[config.mk]
export PLATFORM = sky130hd
export DESIGN_NAME = fetch_redirect_ctrl
export DESIGN_NICKNAME = d
export VERILOG_FILES = /design/src/rtl/fetch_redirect_ctrl.sv
export SDC_FILE = /design/constraint.sdc
export NUM_CORES = 1
export LEC_CHECK = 0
export CAP_MARGIN = 5
export CORE_UTILIZATION = 30
export DETAILED_ROUTE_END_ITERATION = 7
export PLACE_DENSITY = 0.56
export SLEW_MARGIN = 5
export SYNTH_ARGS = -nofsm -noshare
export SYNTH_HDL_FRONTEND = slang
export SYNTH_SLANG_ARGS = --single-unit
[constraint.sdc]
create_clock -name clk -period 3.01 [get_ports clk]
set_input_delay 0.602 -clock clk [delete_from_list [all_inputs] [get_ports clk]]
set_output_delay 0.602 -clock clk [all_outputs]
set_load 0.05 [all_outputs]
[src/rtl/fetch_redirect_ctrl.sv]
// Fetch redirect controller: turns EX-resolved call/branch/ret events and
// ID load-use hazards into fetch stall/flush/redirect controls. A circular
// return-address stack lets Ret redirect immediately. When the stack is
// empty, the controller waits for the return address from data memory.
module fetch_redirect_ctrl #(
  parameter int AW           = 16,
  parameter int RAS_DEPTH    = 8,
  parameter int FLUSH_CYCLES = 2
) (
  input  logic          clk,
  input  logic          rst_n,
  input  logic          ex_call,
  input  logic          ex_branch,
  input  logic          ex_ret,
  input  logic [AW-1:0] ex_target,
  input  logic [AW-1:0] ex_pc_inc,
  input  logic          id_load_use,
  input  logic          mem_ret_valid,
  input  logic [AW-1:0] mem_ret_addr,
  output logic          stall,
  output logic          flush,
  output logic          Call,
  output logic          Branch,
  output logic          Ret,
  output logic [AW-1:0] PCcall,
  output logic [AW-1:0] PCbranch,
  output logic [AW-1:0] PCret,
  output logic          ras_empty,
  output logic          ras_overflow
);

  localparam int PW = $clog2(RAS_DEPTH);
  localparam int CW = PW + 1;
  localparam logic [2:0] FLUSH_INIT = 3'(FLUSH_CYCLES);

  typedef enum logic [0:0] {ST_IDLE, ST_RET_WAIT} state_t;

  state_t          state_q, state_d;
  logic [2:0]      flush_cnt_q, flush_cnt_d;
  logic [PW-1:0]   ras_ptr_q, ras_ptr_d;   // next free slot; top is ptr-1
  logic [CW-1:0]   ras_cnt_q, ras_cnt_d;
  logic            ras_ovf_q, ras_ovf_d;
  logic [AW-1:0]   ras_mem [RAS_DEPTH];
  logic            call_q, branch_q, ret_q;
  logic [AW-1:0]   pccall_q, pcbranch_q, pcret_q;

  logic            accept;
  logic            do_call, do_branch, do_ret_pop, mem_done, redirect;
  logic            ras_full;
  logic [AW-1:0]   ras_top;

  assign accept   = (state_q == ST_IDLE) && (flush_cnt_q == 3'd0);
  assign ras_full = (ras_cnt_q == CW'(RAS_DEPTH));
  assign ras_top  = ras_mem[ras_ptr_q - PW'(1)];
  assign redirect = do_call | do_branch | do_ret_pop | mem_done;

  // FSM next state and event decode (call > branch > ret)
  always_comb begin
    state_d    = state_q;
    do_call    = 1'b0;
    do_branch  = 1'b0;
    do_ret_pop = 1'b0;
    mem_done   = 1'b0;
    case (state_q)
      ST_IDLE: begin
        if (accept) begin
          if (ex_call) begin
            do_call = 1'b1;
          end else if (ex_branch) begin
            do_branch = 1'b1;
          end else if (ex_ret) begin
            if (ras_cnt_q != '0) do_ret_pop = 1'b1;
            else                 state_d    = ST_RET_WAIT;
          end
        end
      end
      ST_RET_WAIT: begin
        if (mem_ret_valid) begin
          mem_done = 1'b1;
          state_d  = ST_IDLE;
        end
      end
      default: state_d = ST_IDLE;
    endcase
  end

  // RAS pointer/count/overflow and flush counter next state
  always_comb begin
    ras_ptr_d   = ras_ptr_q;
    ras_cnt_d   = ras_cnt_q;
    ras_ovf_d   = ras_ovf_q;
    flush_cnt_d = flush_cnt_q;
    if (do_call) begin
      ras_ptr_d = ras_ptr_q + PW'(1);
      if (ras_full) ras_ovf_d = 1'b1;        // oldest entry gets overwritten
      else          ras_cnt_d = ras_cnt_q + CW'(1);
    end else if (do_ret_pop) begin
      ras_ptr_d = ras_ptr_q - PW'(1);
      ras_cnt_d = ras_cnt_q - CW'(1);
    end
    if (redirect)                flush_cnt_d = FLUSH_INIT;
    else if (flush_cnt_q != '0)  flush_cnt_d = flush_cnt_q - 3'd1;
  end

  // State, RAS bookkeeping and flush counter registers
  always_ff @(posedge clk or negedge rst_n) begin
    if (!rst_n) begin
      state_q     <= ST_IDLE;
      flush_cnt_q <= '0;
      ras_ptr_q   <= '0;
      ras_cnt_q   <= '0;
      ras_ovf_q   <= 1'b0;
    end else begin
      state_q     <= state_d;
      flush_cnt_q <= flush_cnt_d;
      ras_ptr_q   <= ras_ptr_d;
      ras_cnt_q   <= ras_cnt_d;
      ras_ovf_q   <= ras_ovf_d;
    end
  end

  // RAS storage: contents are meaningless once count is cleared, so no reset
  always_ff @(posedge clk) begin
    if (do_call) ras_mem[ras_ptr_q] <= ex_pc_inc;
  end

  // Registered one-cycle redirect selects with held targets
  always_ff @(posedge clk or negedge rst_n) begin
    if (!rst_n) begin
      call_q     <= 1'b0;
      branch_q   <= 1'b0;
      ret_q      <= 1'b0;
      pccall_q   <= '0;
      pcbranch_q <= '0;
      pcret_q    <= '0;
    end else begin
      call_q   <= do_call;
      branch_q <= do_branch;
      ret_q    <= do_ret_pop | mem_done;
      if (do_call)        pccall_q   <= ex_target;
      if (do_branch)      pcbranch_q <= ex_target;
      if (do_ret_pop)     pcret_q    <= ras_top;
      else if (mem_done)  pcret_q    <= mem_ret_addr;
    end
  end

  assign stall        = id_load_use | (state_q == ST_RET_WAIT);
  assign flush        = (flush_cnt_q != 3'd0);
  assign Call         = call_q;
  assign Branch       = branch_q;
  assign Ret          = ret_q;
  assign PCcall       = pccall_q;
  assign PCbranch     = pcbranch_q;
  assign PCret        = pcret_q;
  assign ras_empty    = (ras_cnt_q == '0);
  assign ras_overflow = ras_ovf_q;

endmodule

=== After elaboration in Yosys (flattened, before gate mapping) ===
Memory sizes are Yosys's and may differ from the RTL's.
Cells that the tools add are included.

* Flip-flop bits (word level): 63
* Bits in latches: 0
* Memory bits (writable): 128
* Bits in read-only memories: 0
* Input bits: 55
* Output and inout bits: 55
* Logic and storage cells: 68
* Memories kept: 1

{| class="wikitable"
|+ Memories
! memory !! words !! width !! read ports !! clocked after memory_dff !! write ports !! RTL line !! RTL
|-
| ras_mem || 8 || 16 || 1 || 0 || 1 || 43 || <nowiki>logic [AW-1:0] ras_mem [RAS_DEPTH];</nowiki>
|}

* Add/sub/neg operators: 5
* Multiply operators: 0
* Divide/modulo/power cells: 0
* $lt $le $gt $ge: 0
* Equality and inequality tests: 2
* Shift-type cells: 0
* Muxes and demuxes: 33
* Bitwise logic cells: 6
* Reductions and logical operators: 10

{| class="wikitable"
|+ Operator list
! kind !! number
|-
| 16-bit 2-to-1 mux || 2
|-
| 1-bit 2-to-1 mux || 23
|-
| 3-bit 2-to-1 mux || 4
|-
| 4-bit 2-to-1 mux || 3
|-
| 2-bit nonzero test || 3
|-
| 3-bit by 1-bit subtractor with 3-bit output (second input constant) || 2
|-
| 1-bit bitwise OR || 5
|-
| 4-bit by 1-bit adder with 4-bit output (second input constant) || 1
|-
| 4-bit equality test (second input constant) || 1
|-
| 4-bit logical NOT || 1
|-
| 2-bit AND reduction || 2
|-
| 4-bit nonzero test || 1
|-
| 4-bit by 1-bit subtractor with 4-bit output (second input constant) || 1
|-
| 3-bit by 1-bit adder with 3-bit output (second input constant) || 1
|-
| 3-bit logical NOT || 1
|-
| 3-bit nonzero test || 1
|-
| 2-bit != test (second input constant) || 1
|-
| 1-bit one-hot mux with 2 select lines || 1
|-
| 1-bit logical AND || 1
|-
| 1-bit NOT || 1
|}

=== Logic depth before layout (Yosys ltp) ===
* Depth in word-level cells: 10
* Depth in mapped cells: 11

=== Worst setup path after synthesis ===
Ideal clock, no wire load.

* Path type: register -> register
* Start: register flush_cnt_q[0]
* End: memory ras_mem[0][0] (enable)
* Arrival: 2,629 ps
* Required time: 2,580 ps
* Setup slack: -49 ps
* Cell stages (with the launch flop): 6
* Path buffers: 0
* Clock period less this slack: 3,059 ps
* Path through: dfrtp_1 > inv_1 > ha_1 > ha_1 > nand3b_2 > nor4_1

* Cells in the longest elaborated chain, start to end: 6

{| class="wikitable"
|+ RTL lines
! item !! RTL line !! RTL
|-
| start: declaration || 39 || <nowiki>logic [2:0] flush_cnt_q, flush_cnt_d;</nowiki>
|-
| start signal: assignment || 115 || <nowiki>flush_cnt_q <= flush_cnt_d;</nowiki>
|-
| 3-bit logical NOT || 52 || <nowiki>assign accept = (state_q == ST_IDLE) && (flush_cnt_q == 3'd0);</nowiki>
|-
| 1-bit logical AND || 52 ||
|-
| 1-bit 2-to-1 mux || 66 || <nowiki>if (accept) begin</nowiki>
|-
| 1-bit 2-to-1 mux || 64 || <nowiki>case (state_q)</nowiki>
|-
| 1-bit 2-to-1 mux || 124 || <nowiki>if (do_call) ras_mem[ras_ptr_q] <= ex_pc_inc;</nowiki>
|-
| 1-bit 2-to-1 mux (implied by the code) || 124 ||
|-
| end: declaration || 43 ||
|}

Every way passes these cells.

=== Final worst setup path ===
* Start: register flush_cnt_q[0]
* End: output port flush

* Cells in the longest elaborated chain, start to end: 1

{| class="wikitable"
|+ RTL lines
! item !! RTL line !! RTL
|-
| 3-bit nonzero test || 148 || <nowiki>assign flush = (flush_cnt_q != 3'd0);</nowiki>
|-
| end: declaration || 21 || <nowiki>output logic flush,</nowiki>
|}

Every way passes these cells.

==> flow_summary.toml <==
[status]
status = "completed"

[cells_and_area]
multiInputGateArea_mm2 = 0.002260
design.final.nets = 744
areaGrowthSynthToFinish_pct = 28.50
sequential_cell_area_mm2 = 0.005424
fillers = 2387
post_route_cells_drive_above_1_share_pct = 16.09
layout_commonest_cell = "sky130_fd_sc_hd__edfxtp_1"
layout_common_cells = "sky130_fd_sc_hd__edfxtp_1 (128), sky130_fd_sc_hd__clkdlybuf4s50_1 (107), sky130_fd_sc_hd__nand2_1 (69)"
antenna-diode-count = 0
design_area_mm2 = 0.01011
filler_free_cell_count_of_the_finished_design = 1026

[route]
wire_per_inst_um = 18.32
dr.pass1.iters = 4
first_iter_violations = 332
final_antenna_net_count = 0
drt-vias-per-instance = 4.927
route.vias.total = 5055
drt_wl_total_um = 18800
drc = 0

[critical_path]
worstPathCellList = "inv_1 > ha_1 > ha_1 > inv_2 > clkdlybuf4s50_1"
crit_path_end_kind = "primary output"
critPathTopFamily = "buffers and inverters"
crit_path_max_incr_delay_ns = 0.84
r2r_setup_slack_ns = 0.56
critical_path_peak_fanout = 6
worstSetupStartpointType = "flip-flop"
worst-setup-path-type = "reg2out"
critical_path.reg2reg.startpoint = "ras_ptr_q[0]"
crit_path_top_delay_cell = "sky130_fd_sc_hd__clkdlybuf4s50_1"
critical_path.most_common_cell = "sky130_fd_sc_hd__ha_1"
cp.arrival_ns = 2.28
worstSetupPathDepth = 5
r2r.worst_path.cells = 7
timing.critical_path.to = "flush"
worst_r2r_endpoint = "PCret[1]"
startpoint = "flush_cnt_q[0]"
critPathBufInv = 3
critical_path_required_ns = 2.41

[cts]
numCtsBuffers = 17
tritoncts_clock_tree = "done"
root_buffer_cell = "sky130_fd_sc_hd__clkbuf_16"
clock_tree.buffer_depth = 2
numClockSinks = 191
worst_skew_pair.late_latency_ns = 0.43
ctsHtreeMaxLevel = 4
worst_setup_hold_path_clk_slew_ns = 0.07

[logic_synthesis]
synthFlopType = "sky130_fd_sc_hd__edfxtp_1"
post_synth_inst_count = 558
postSynthNetCount = 619
synth_enable_flop_cells = 128
post_synth_design_cell_area_mm2 = 0.007866
ys_seq_area_share_pct = 68.90
synth-seq-cells = 191
yosys.area.top_type = "sky130_fd_sc_hd__edfxtp_1"
syn_area_per_cell_um2 = 14.10
netlist_top_cells_area = "sky130_fd_sc_hd__edfxtp_1 (49%), sky130_fd_sc_hd__dfrtp_1 (20%), sky130_fd_sc_hd__mux2i_1 (4.2%), sky130_fd_sc_hd__a2111oi_0 (3.6%), sky130_fd_sc_hd__nand2_1 (3.3%)"
synth_largest_type_area_fraction_pct = 48.86
synthArstFlopShare_pct = 32.98
synthesis.yosys.warnings = 0
synthDistinctLibCells = 46

[die]
die_w_um = 163.9
initial_utilization_pct = 30.88
fp.dieH_um = 163.9
die_area_mm2 = 0.02687
floorplan.io_pins = 110
placeableCoreArea_mm2 = 0.02547
row_count = 58

[run]
drv.max_cap_violation_count = 0

[sta]
grt_setup_unrepaired = "false"
hold_ws_ns = 0.3836
final.setup_skew_ns = 0.01038
finalCriticalPeriod_ns = 2.885
tightest_slew_ns = 0.8893
final-setup-viol-count = 0
report.final.slew_viol_count = 0
final.period_utilization_pct = 95.85
max_freq_mhz = 346.6
timing.final.hold_violations = 0
slew_headroom_pct = 40.71
finalSetupTns_ns = 0

[global_routing]
grt_usage_pct = 14.61
grt.overflow.total = 0
via_count_of_the_first_global_routing_pass = 5100
grt_start_max_net_pins = 64
grt_antenna_before_repair = 0
first_pass_grt_wire_length_um = 29290

[place]
globalplace.congestion = 0.8131
place_inst = 994
place_area_mm2 = 0.009508
placement.io_buffers = 109
post-dp-hpwl_um = 11970

[worst_hold_path]
holdCritPathClass = "in2async"

[power]
post_layout_power_mw = 10.34
vdd_ir_drop_max_v = 0.0006746
static_leak_nw = 3.716
pwr_density_cell_mw_per_mm2 = 1023
-- power breakdown --
group / switching, mW / internal [mW]
Sequential: 0.351 / 3.26
Combinational: 2.88 / 1.59
Clock: 1.06 / 1.19
Total: 4.29 / 6.05
-- sequential cells by signal, indices dropped and copies added, names as in the netlist --
register      cells
Branch            1
Call              1
PCbranch         16
PCcall           16
PCret            16
Ret               1
flush_cnt_q       3
ras_cnt_q         4
ras_mem         128
ras_overflow      1
ras_ptr_q         3
state_q           1
-- worst min-delay path by stage --
stage               from          to  slack [ns]  cells after the start
5_1_grt            rst_n  PCcall[15]        0.47                      2
3_5_place_dp   PCcall[7]   PCcall[7]        0.46                      2
4_1_cts            rst_n   PCcall[3]        0.42                      2
6_report           rst_n  PCcall[15]        0.38                      2
3_3_place_gp   PCcall[6]   PCcall[6]        0.46                      2
2_1_floorplan      rst_n      Branch        0.31                      0
-- synthesized netlist by cell type (2+ instances only) --
| master | count |
|---|---|
| sky130_fd_sc_hd__a2111oi_0 | 32 |
| sky130_fd_sc_hd__a211oi_1 | 3 |
| sky130_fd_sc_hd__a21oi_1 | 19 |
| sky130_fd_sc_hd__a31o_1 | 2 |
| sky130_fd_sc_hd__a31o_2 | 14 |
| sky130_fd_sc_hd__a31oi_1 | 32 |
| sky130_fd_sc_hd__buf_2 | 10 |
| sky130_fd_sc_hd__buf_4 | 5 |
| sky130_fd_sc_hd__buf_6 | 2 |
| sky130_fd_sc_hd__clkbuf_1 | 21 |
| sky130_fd_sc_hd__dfrtp_1 | 63 |
| sky130_fd_sc_hd__edfxtp_1 | 128 |
| sky130_fd_sc_hd__ha_1 | 6 |
| sky130_fd_sc_hd__inv_1 | 8 |
| sky130_fd_sc_hd__inv_2 | 2 |
| sky130_fd_sc_hd__mux2_1 | 9 |
| sky130_fd_sc_hd__mux2_2 | 7 |
| sky130_fd_sc_hd__mux2i_1 | 33 |
| sky130_fd_sc_hd__nand2_1 | 69 |
| sky130_fd_sc_hd__nand2b_1 | 2 |
| sky130_fd_sc_hd__nand3_1 | 16 |
| sky130_fd_sc_hd__nor2_1 | 7 |
| sky130_fd_sc_hd__nor2b_1 | 32 |
| sky130_fd_sc_hd__nor3_1 | 5 |
| sky130_fd_sc_hd__o21ai_0 | 2 |
| sky130_fd_sc_hd__or2_2 | 2 |
| sky130_fd_sc_hd__xnor2_1 | 5 |
| sky130_fd_sc_hd__xor2_1 | 4 |
-- worst register-to-register path, cell delays in order, from the launching register on --
cell	delay, ns
sky130_fd_sc_hd__dfrtp_4	0.64
sky130_fd_sc_hd__inv_1	0.12
sky130_fd_sc_hd__ha_1	0.30
sky130_fd_sc_hd__xor2_2	0.20
sky130_fd_sc_hd__buf_4	0.20
sky130_fd_sc_hd__a2111oi_0	0.55
sky130_fd_sc_hd__a31oi_1	0.09
sky130_fd_sc_hd__a31o_2	0.27
-- metal layers --
metal	routed length [um]	vias to the layer above	track usage, %
li1	-	2355	-
met1	8710	2515	19.83
met2	8947	172	23.90
met3	976	13	3.030
met4	161	0	3.409
met5	0	-	0
-- through the flow --
stage	utilization, %	setup slack, ns
after floorplan	-	0.01595
after global placement	37.33	0.4337
after detailed placement	37.33	0.4530
after CTS	39.68	0.09429
after global routing	39.68	0.03727
final	39.68	0.1249
-- repair_timing --
| action | 4_1_cts | 5_1_grt |
|---|---|---|
| buffers inserted | 0 | 0 |
| setup endpoints to repair | 1 | 0 |
| resized for setup | 1 | 0 |
| hold buffers | 0 | 0 |
-- logic make-up after synthesis --
group | count (synthesis) | share of synthesized area (%)
compound gates | 109 | 10.12
xor+xnor | 9 | 1.002
fa+ha+maj | 6 | 0.9543
buf+inv | 50 | 3.006
flops | 191 | 68.90
mux | 50 | 6.681
simple gates | 143 | 9.337
-- cell type report --
class | instances | share of cell area [%]
flip-flops and latches | 191 | 53.66
multi-input cells | 317 | 22.35
repair buffers | 145 | 13.53
clock buffers | 17 | 4.208
well taps | 330 | 4.085
clock inverters | 15 | 1.745
inverters | 11 | 0.4208
Power figures use the tool's default switching activity.
